`config.mk`:
```
export PLATFORM = sky130hd
export DESIGN_NAME = logic_unit_arbiter_flat
export DESIGN_NICKNAME = d
export VERILOG_FILES = /design/src/rtl/lu_pkg.sv /design/src/rtl/logic_unit_arbiter_if.sv /design/src/rtl/logic_unit_core.sv /design/src/rtl/logic_unit_arbiter.sv /design/src/flat_wrapper.sv
export SDC_FILE = /design/constraint.sdc
export NUM_CORES = 1
export LEC_CHECK = 0
export ABC_CLOCK_PERIOD_IN_PS = 2000
export BUFFER_PORTS_ARGS = -buffer_cell sky130_fd_sc_hd__buf_2
export CORE_ASPECT_RATIO = 1.4
export CORE_MARGIN = 2
export CORE_UTILIZATION = 45
export DETAILED_ROUTE_END_ITERATION = 6
export HOLD_SLACK_MARGIN = 0.02
export PLACE_DENSITY = 0.76
export SKIP_CTS_REPAIR_TIMING = 1
export SLEW_MARGIN = 40
export SYNTH_ARGS = -nofsm -noshare
export SYNTH_HDL_FRONTEND = slang
export SYNTH_SLANG_ARGS = --single-unit
```
`constraint.sdc`:
```
create_clock -name clk_i -period 2 [get_ports clk_i]
set_clock_uncertainty 0.05 [all_clocks]
set_input_delay 0.2 -clock clk_i [delete_from_list [all_inputs] [get_ports clk_i]]
set_output_delay 0.2 -clock clk_i [all_outputs]
set_load 0.01 [all_outputs]
```
`src/rtl/lu_pkg.sv`:
```
`default_nettype none
//==== lu_pkg : opcodes and FSM encoding shared by the logic unit arbiter, rev 1.0
package lu_pkg;

  localparam logic [1:0] LU_XOR = 2'b00;
  localparam logic [1:0] LU_AND = 2'b01;
  localparam logic [1:0] LU_OR  = 2'b10;
  localparam logic [1:0] LU_NOT = 2'b11;

  typedef enum logic [1:0] {
    S_IDLE = 2'd0,
    S_EXEC = 2'd1,
    S_RESP = 2'd2
  } lu_state_e;

endpackage
`default_nettype wire

```
`src/rtl/logic_unit_arbiter_if.sv`:
```
`default_nettype none
//==== logic_unit_arbiter_if : two request channels and one response channel, rev 1.0
interface logic_unit_arbiter_if #(
  parameter int WIDTH = 16
) ();

  logic             req0_valid;
  logic             req0_ready;
  logic [1:0]       req0_op;
  logic [WIDTH-1:0] req0_a;
  logic [WIDTH-1:0] req0_b;

  logic             req1_valid;
  logic             req1_ready;
  logic [1:0]       req1_op;
  logic [WIDTH-1:0] req1_a;
  logic [WIDTH-1:0] req1_b;

  logic             rsp_valid;
  logic             rsp_ready;
  logic             rsp_id;
  logic [WIDTH-1:0] rsp_result;

  modport master (
    output req0_valid, req0_op, req0_a, req0_b,
    output req1_valid, req1_op, req1_a, req1_b,
    output rsp_ready,
    input  req0_ready, req1_ready,
    input  rsp_valid, rsp_id, rsp_result
  );

  modport slave (
    input  req0_valid, req0_op, req0_a, req0_b,
    input  req1_valid, req1_op, req1_a, req1_b,
    input  rsp_ready,
    output req0_ready, req1_ready,
    output rsp_valid, rsp_id, rsp_result
  );

endinterface
`default_nettype wire

```
`src/rtl/logic_unit_core.sv`:
```
`default_nettype none
//==== logic_unit_core : combinational WIDTH-bit XOR/AND/OR/NOT unit, rev 1.0
module logic_unit_core
  import lu_pkg::*;
#(
  parameter int WIDTH = 16
) (
  input  logic [1:0]       op_i,
  input  logic [WIDTH-1:0] a_i,
  input  logic [WIDTH-1:0] b_i,
  output logic [WIDTH-1:0] out_o
);

  always_comb begin
    out_o = '0;
    case (op_i)
      LU_XOR:  out_o = a_i ^ b_i;
      LU_AND:  out_o = a_i & b_i;
      LU_OR:   out_o = a_i | b_i;
      LU_NOT:  out_o = ~a_i;
      default: out_o = '0;
    endcase
  end

endmodule
`default_nettype wire

```
`src/rtl/logic_unit_arbiter.sv`:
```
`default_nettype none
//==== logic_unit_arbiter : round-robin sharing of one logic unit by two requesters, rev 1.0
//==== LU_ZERO_FLAG_EN adds a registered rsp_zero_o flag alongside the result
module logic_unit_arbiter
  import lu_pkg::*;
#(
  parameter int WIDTH = 16,
  parameter int CNT_W = 16
) (
  input  logic               clk_i,
  input  logic               rst_ni,
  logic_unit_arbiter_if.slave bus,
  output logic [CNT_W-1:0]   op_cnt_o
`ifdef LU_ZERO_FLAG_EN
  ,
  output logic               rsp_zero_o
`endif
);

  lu_state_e        state_q, state_d;
  logic             last_q;
  logic             gnt_valid, gnt_id;
  logic [1:0]       op_q;
  logic [WIDTH-1:0] a_q, b_q;
  logic             id_q;
  logic [WIDTH-1:0] result_q;
  logic             rsp_id_q;
  logic [CNT_W-1:0] cnt_q;
  logic [WIDTH-1:0] core_out;
  logic             rsp_hs;

  // Tie goes to the requester not served last; last_q resets to 1 so REQ0 wins first.
  always_comb begin
    gnt_valid = 1'b0;
    gnt_id    = 1'b0;
    if (state_q == S_IDLE) begin
      if (bus.req0_valid && bus.req1_valid) begin
        gnt_valid = 1'b1;
        gnt_id    = ~last_q;
      end else if (bus.req0_valid) begin
        gnt_valid = 1'b1;
        gnt_id    = 1'b0;
      end else if (bus.req1_valid) begin
        gnt_valid = 1'b1;
        gnt_id    = 1'b1;
      end
    end
  end

  always_comb begin
    state_d = state_q;
    case (state_q)
      S_IDLE:  if (gnt_valid) state_d = S_EXEC;
      S_EXEC:  state_d = S_RESP;
      S_RESP:  if (bus.rsp_ready) state_d = S_IDLE;
      default: state_d = S_IDLE;
    endcase
  end

  assign bus.req0_ready = gnt_valid && !gnt_id;
  assign bus.req1_ready = gnt_valid && gnt_id;
  assign bus.rsp_valid  = (state_q == S_RESP);
  assign bus.rsp_id     = rsp_id_q;
  assign bus.rsp_result = result_q;
  assign op_cnt_o       = cnt_q;
  assign rsp_hs         = bus.rsp_valid && bus.rsp_ready;

  logic_unit_core #(.WIDTH(WIDTH)) u_core (
    .op_i  (op_q),
    .a_i   (a_q),
    .b_i   (b_q),
    .out_o (core_out)
  );

  always_ff @(posedge clk_i) begin
    if (!rst_ni) begin
      state_q  <= S_IDLE;
      last_q   <= 1'b1;
      op_q     <= '0;
      a_q      <= '0;
      b_q      <= '0;
      id_q     <= 1'b0;
      result_q <= '0;
      rsp_id_q <= 1'b0;
      cnt_q    <= '0;
    end else begin
      state_q <= state_d;
      if (gnt_valid) begin
        last_q <= gnt_id;
        id_q   <= gnt_id;
        op_q   <= gnt_id ? bus.req1_op : bus.req0_op;
        a_q    <= gnt_id ? bus.req1_a  : bus.req0_a;
        b_q    <= gnt_id ? bus.req1_b  : bus.req0_b;
      end
      if (state_q == S_EXEC) begin
        result_q <= core_out;
        rsp_id_q <= id_q;
      end
      if (rsp_hs) begin
        cnt_q <= cnt_q + CNT_W'(1);
      end
    end
  end

`ifdef LU_ZERO_FLAG_EN
  logic zero_q;

  always_ff @(posedge clk_i) begin
    if (!rst_ni) begin
      zero_q <= 1'b0;
    end else if (state_q == S_EXEC) begin
      zero_q <= (core_out == '0);
    end
  end

  assign rsp_zero_o = zero_q;
`endif

endmodule
`default_nettype wire

```
`src/flat_wrapper.sv`:
```
// flat-port wrapper written by rule: the top's interface ports become plain ports
module logic_unit_arbiter_flat import lu_pkg::*;
#(
  parameter int WIDTH = 16,
  parameter int CNT_W = 16
)
  (clk_i, rst_ni, op_cnt_o, bus_req0_valid, bus_req0_op, bus_req0_a, bus_req0_b, bus_req1_valid, bus_req1_op, bus_req1_a, bus_req1_b, bus_rsp_ready, bus_req0_ready, bus_req1_ready, bus_rsp_valid, bus_rsp_id, bus_rsp_result);
  logic_unit_arbiter_if #(.WIDTH(WIDTH)) bus_i ();
  input  logic clk_i;
  input  logic rst_ni;
  output logic [CNT_W-1:0] op_cnt_o;
  input wire logic [$bits(bus_i.req0_valid)-1:0] bus_req0_valid;
  input wire logic [$bits(bus_i.req0_op)-1:0] bus_req0_op;
  input wire logic [$bits(bus_i.req0_a)-1:0] bus_req0_a;
  input wire logic [$bits(bus_i.req0_b)-1:0] bus_req0_b;
  input wire logic [$bits(bus_i.req1_valid)-1:0] bus_req1_valid;
  input wire logic [$bits(bus_i.req1_op)-1:0] bus_req1_op;
  input wire logic [$bits(bus_i.req1_a)-1:0] bus_req1_a;
  input wire logic [$bits(bus_i.req1_b)-1:0] bus_req1_b;
  input wire logic [$bits(bus_i.rsp_ready)-1:0] bus_rsp_ready;
  output wire logic [$bits(bus_i.req0_ready)-1:0] bus_req0_ready;
  output wire logic [$bits(bus_i.req1_ready)-1:0] bus_req1_ready;
  output wire logic [$bits(bus_i.rsp_valid)-1:0] bus_rsp_valid;
  output wire logic [$bits(bus_i.rsp_id)-1:0] bus_rsp_id;
  output wire logic [$bits(bus_i.rsp_result)-1:0] bus_rsp_result;
  assign bus_i.req0_valid = bus_req0_valid;
  assign bus_i.req0_op = bus_req0_op;
  assign bus_i.req0_a = bus_req0_a;
  assign bus_i.req0_b = bus_req0_b;
  assign bus_i.req1_valid = bus_req1_valid;
  assign bus_i.req1_op = bus_req1_op;
  assign bus_i.req1_a = bus_req1_a;
  assign bus_i.req1_b = bus_req1_b;
  assign bus_i.rsp_ready = bus_rsp_ready;
  assign bus_req0_ready = bus_i.req0_ready;
  assign bus_req1_ready = bus_i.req1_ready;
  assign bus_rsp_valid = bus_i.rsp_valid;
  assign bus_rsp_id = bus_i.rsp_id;
  assign bus_rsp_result = bus_i.rsp_result;
  logic_unit_arbiter #(.WIDTH(WIDTH), .CNT_W(CNT_W)) u_core (.clk_i(clk_i), .rst_ni(rst_ni), .bus(bus_i), .op_cnt_o(op_cnt_o));
endmodule
```
# == Word-level counts from Yosys, hierarchy flattened ==
# Cells that the tools add are included.
# totals
inputBits,73
ff_bits,71
wordCells,44
# classes
n_eq_ne,7
n_reduce_logical,8
n_bitwise,5
mux,14
add_sub_neg,1
# ops
op,n
16-bit case mux with 4 select lines,1
16-bit 2-to-1 mux,2
"16-bit by 1-bit adder with 16-bit output, second input constant",1
16-bit bitwise AND,1
16-bit inverter,1
16-bit bitwise OR,1
16-bit XOR,1
1-bit 2-to-1 mux,7
"2-bit == test, second input constant",3
2-bit 2-to-1 mux,3
2-bit case mux with 3 select lines,1
"2-bit by 1-bit == test with 1-bit output, second input constant",2
1-bit logical AND,4
2-bit zero test,2
"2-bit by 1-bit inequality test with 1-bit output, second input constant",1
"2-bit inequality test, second input constant",1
2-bit AND reduction,1
1-bit zero test,1
1-bit inverter,1

# == Longest topological paths before layout ==
# depth
ltp_word,6
depth_mapped,6
mapped_depth_nobuf,6

# == Hierarchy ==
# From an unflattened synthesis, not the netlist that was laid out.
# hier_totals
cells_unflattened,469
hier_area_um2,3905.0
# modules_own_cells
mod,instances,seq_area_each_um2,area_per_inst_um2,cells_per_inst
logic_unit_arbiter,1,1421.4,2885.3,369
logic_unit_core,1,0.0,1019.7,100

# == Worst setup path before layout ==
# OpenSTA, ideal clock, no wires.
# synth_path
path_kind,reg2reg
start,reg u_core.op_q[1]
end,"reg u_core.result_q[11], in the netlist u_core.bus.rsp_result[11]"
setup_slack_ns,0.325
synth_period_minus_slack_ns,1.675
required_ns,1.835
arrival_ns,1.510
stages_incl_launch_ff,6
setup_ns,0.115
path_cell_list,dfxtp_1 buf_6 buf_8 mux4_1 mux2_2 and2_1
# synth_via
elab_chain_len,2
elab_cells_between_ends,5
cone_classes,eq/ne (3); mux (1); reduce/logical (1)
# synth_lines
item,line,source
start: declaration,logic_unit_arbiter.sv:23,logic [1:0] op_q;
start signal: assignment,logic_unit_arbiter.sv:91,op_q <= gnt_id ? bus.req1_op : bus.req0_op;
"2-bit == test, or another cell as far along",logic_unit_core.sv:16,case (op_i)
16-bit case mux with 4 select lines *,logic_unit_core.sv:16,
end signal: assignment,logic_unit_arbiter.sv:96,result_q <= core_out;
end: declaration,logic_unit_arbiter.sv:26,logic [WIDTH-1:0] result_q;
# Every way passes the cells marked *; elsewhere a longest branch is shown, timed or not.
# A chain may end at the register's enable or synchronous reset.

# == Worst setup path after layout ==
# layout_path
start,reg u_core.b_q[11]
end,"reg u_core.result_q[11], in the netlist u_core.bus.rsp_result[11]"
# layout_via
elab_chain_len,2
elab_cells_between_ends,4
cone_classes,mux (1); bitwise (3)
# layout_lines
item,line,source
start: declaration,logic_unit_arbiter.sv:24,"logic [WIDTH-1:0] a_q, b_q;"
start signal: assignment,logic_unit_arbiter.sv:93,b_q <= gnt_id ? bus.req1_b : bus.req0_b;
"16-bit bitwise OR, or another cell as far along",logic_unit_core.sv:19,LU_OR: out_o = a_i | b_i;
16-bit case mux with 4 select lines *,logic_unit_core.sv:16,
# Marks and branches as above.

==> results.tsv <==
metric	value	unit
slew at the pin closest to its max-slew limit	411	ps
Nets	653	
Root Buffer	clkbuf_16	
DR vias/cell	5.16	
worst hold path type	in2reg	
drt wl/cell	13.6	microns
Compound-Gate Fraction of Synth Area	0.117	
Layout Area Growth over Synthesis	23.2	%
site row count	40	
Netlist Area Pre-Place	0.00403	sq mm
largest net degree at the start of global routing	70	
Cell variety after synth	41	
Post-Synth Adder-Cell Area	0.103	
initial antenna violation count	0	
post-route minimum period	1800	ps
R2R cell count	5	
Remaining DRCs	0	
Crit Path Max Fanout	3	
Req. time, crit path	2170	ps
Die Area	0.00973	sq mm
GRT Resource Usage Total	0.196	
status	complete, no violations	
global-route wire length before repair	15400	microns
CTS clk-pin slew, worst paths	50	ps
crit-path leading delay family	multiplexers	
clk sinks	71	
final hold viol count	0	
mux share of post-synthesis cell area	0.146	
total power	4.17	mW
startpoint class of the critical path	flip-flop	
Buf+Inv Stages, Crit Path	1	
Routed Antenna Nets	0	
H-tree levels	3	
CP Data Arrival Time	1960	ps
RSZ-0062 raised after global routing	no	
HPWL after DPL	6690	microns
Die W	83.9	microns
via count	3389	
Die Y	116	microns
CP endpoint kind	flip-flop	
Slew headroom	0.726	
Core Area	0.00866	sq mm
CP Depth	5	
final period utilization	0.898	
DRT iter0 DRCs	96	
crit-path cells	inv_1, ha_1, mux4_1, mux2_2, and2_1	
PwrDens	840	mW/mm^2
Max Freq	557	MHz
Post-Route WL	8940	microns
highest metal used	met4	
DRT Pass-1 Iters	4	
Fillers	782	
top_reg_cell synth	dfxtp_1	
syn_nets	551	
Min-Delay Path Depth	3	
Slew Viols, Final	0	
FF+latch count, synth	71	
ant diodes	0	
number of synthesized flops with an enable pin	0	
I/O Buffers	108	
WS Path Type	reg2reg	
Max stage delay cell, worst path	mux4_1	
share of layout cells above drive strength 1	0.299	
count of final setup violators	0	
Post-synth ARST share	0	
Max Cap Viol	0	
GPL Wtd Cong	0.869	
overflow left after global routing	0	
Total Neg Setup Slack	0	ps
CTS tree	yes	
Clock Tree Buf Depth	2	
M1 WL	3840	microns
Synth Area in XOR/XNOR	0.0218	
metal3 WL	383	microns
syn avg cell area	9.05	sq um
Seq/Total Area, Yosys	0.353	
io pins	109	
maximum VDD drop	552	uV
clock latency on the worst-skew pair	330	ps
Post-Syn Instances	445	
vias in the first global route	3415	
leak pwr	2.42	nW
TritonCTS Buffers	9	
met2 WL	4640	microns
Starting Density	0.465	
simple-gate share of the synthesized area	0.170	
main combinational cell family by area after synthesis	simple AND/OR/NAND/NOR gates	
Yosys warnings	0	
slowest stage delay, CP	480	ps
-- worst paths after layout --
| path | start | endpoint | slack (ps) |
|---|---|---|---|
| worst max-delay path | u_core.b_q[11] | u_core.bus.rsp_result[11] | 200 |
| worst max register to register | u_core.b_q[11] | u_core.bus.rsp_result[11] | 200 |
| worst min register to register | u_core.last_q | u_core.last_q | 420 |
| worst min-delay path | bus_req1_op[1] | u_core.op_q[1] | 80 |
-- tightest hold or removal path, cell delays in order --
cell and delay [ps]:
buf_2 100, nand2_1 40, a31oi_1 60
-- synthesized netlist by cell type (7+ instances only) --
cell type  count  share of area
inv_1         49          0.046
a31oi_1       34          0.053
mux2_2        16          0.045
xnor2_1        7          0.015
o21ai_0       36          0.045
clkbuf_1      17          0.016
nand2_1       75          0.070
nand3_1        7         0.0087
mux4_2        11          0.062
ha_1          33           0.10
and2_1        28          0.044
dfxtp_1       71           0.35
-- report_power, final --
group / switching, mW / leakage, nW / internal [mW]
logic: 0.419 / 1.68 / 0.466
clock network: 0.565 / 0.156 / 1.06
registers: 0.107 / 0.583 / 1.55
-- placed cells by master, fill, tap and decap left out, types with 6 or more instances in the layout --
| master | netlist | final |
|---|---|---|
| a31oi_1 | 34 | 34 |
| xnor2_1 | 7 | 7 |
| dfxtp_1 | 71 | 71 |
| inv_1 | 49 | 49 |
| buf_4 | 0 | 6 |
| o21ai_0 | 36 | 36 |
| ha_1 | 33 | 33 |
| and2_1 | 28 | 28 |
| mux2_2 | 16 | 16 |
| clkbuf_16 | 0 | 9 |
| buf_2 | 3 | 108 |
| nand3_1 | 7 | 7 |
| nand2_1 | 75 | 75 |
| mux4_2 | 11 | 11 |
-- through the flow --
stage	cells	setup slack [ps]	util	instance area, sq um	hold WS [ps]
after floorplan	445	325	-	4030	302
after global placement	641	267	0.537	4650	394
after detailed placement	641	210	0.537	4650	406
after CTS	657	202	0.573	4960	61.2
after global routing	657	50.7	0.573	4960	78.5
final	657	204	0.573	4960	75.9
-- cells by family after synthesis --
| kind of cell | Yosys count |
|---|---|
| compound gates | 81 |
| mux | 35 |
| simple gates | 138 |
| xor+xnor | 10 |
| buf+inv | 77 |
| fa+ha+maj | 33 |
| flops | 71 |
-- routing by layer --
metal | vias to the layer above | track usage
met2 | 77 | 0.361
met1 | 1585 | 0.224
met5 | - | 0
met3 | 6 | 0.0399
met4 | 0 | 0.0731
li1 | 1721 | -
-- state kept, by name, indices dropped and copies added (netlist names) --
register               flops
u_core.bus.rsp_id          1
u_core.id_q                1
u_core.a_q                16
u_core.b_q                16
u_core.op_cnt_o           16
u_core.state_q             2
u_core.bus.rsp_result     16
u_core.op_q                2
u_core.last_q              1
-- layout make-up --
class / instances / area, sq um / area share
Tap cell: 105 / 131 / 0.0265
Clock buffer: 13 / 270 / 0.0545
Multi-Input combinational cell: 297 / 2250 / 0.453
Sequential cell: 71 / 1420 / 0.286
Inverter: 50 / 188 / 0.0378
Clock inverter: 3 / 40.0 / 0.00807
Timing Repair Buffer: 118 / 666 / 0.134
Note: power is estimated with default switching activity, not from simulation.
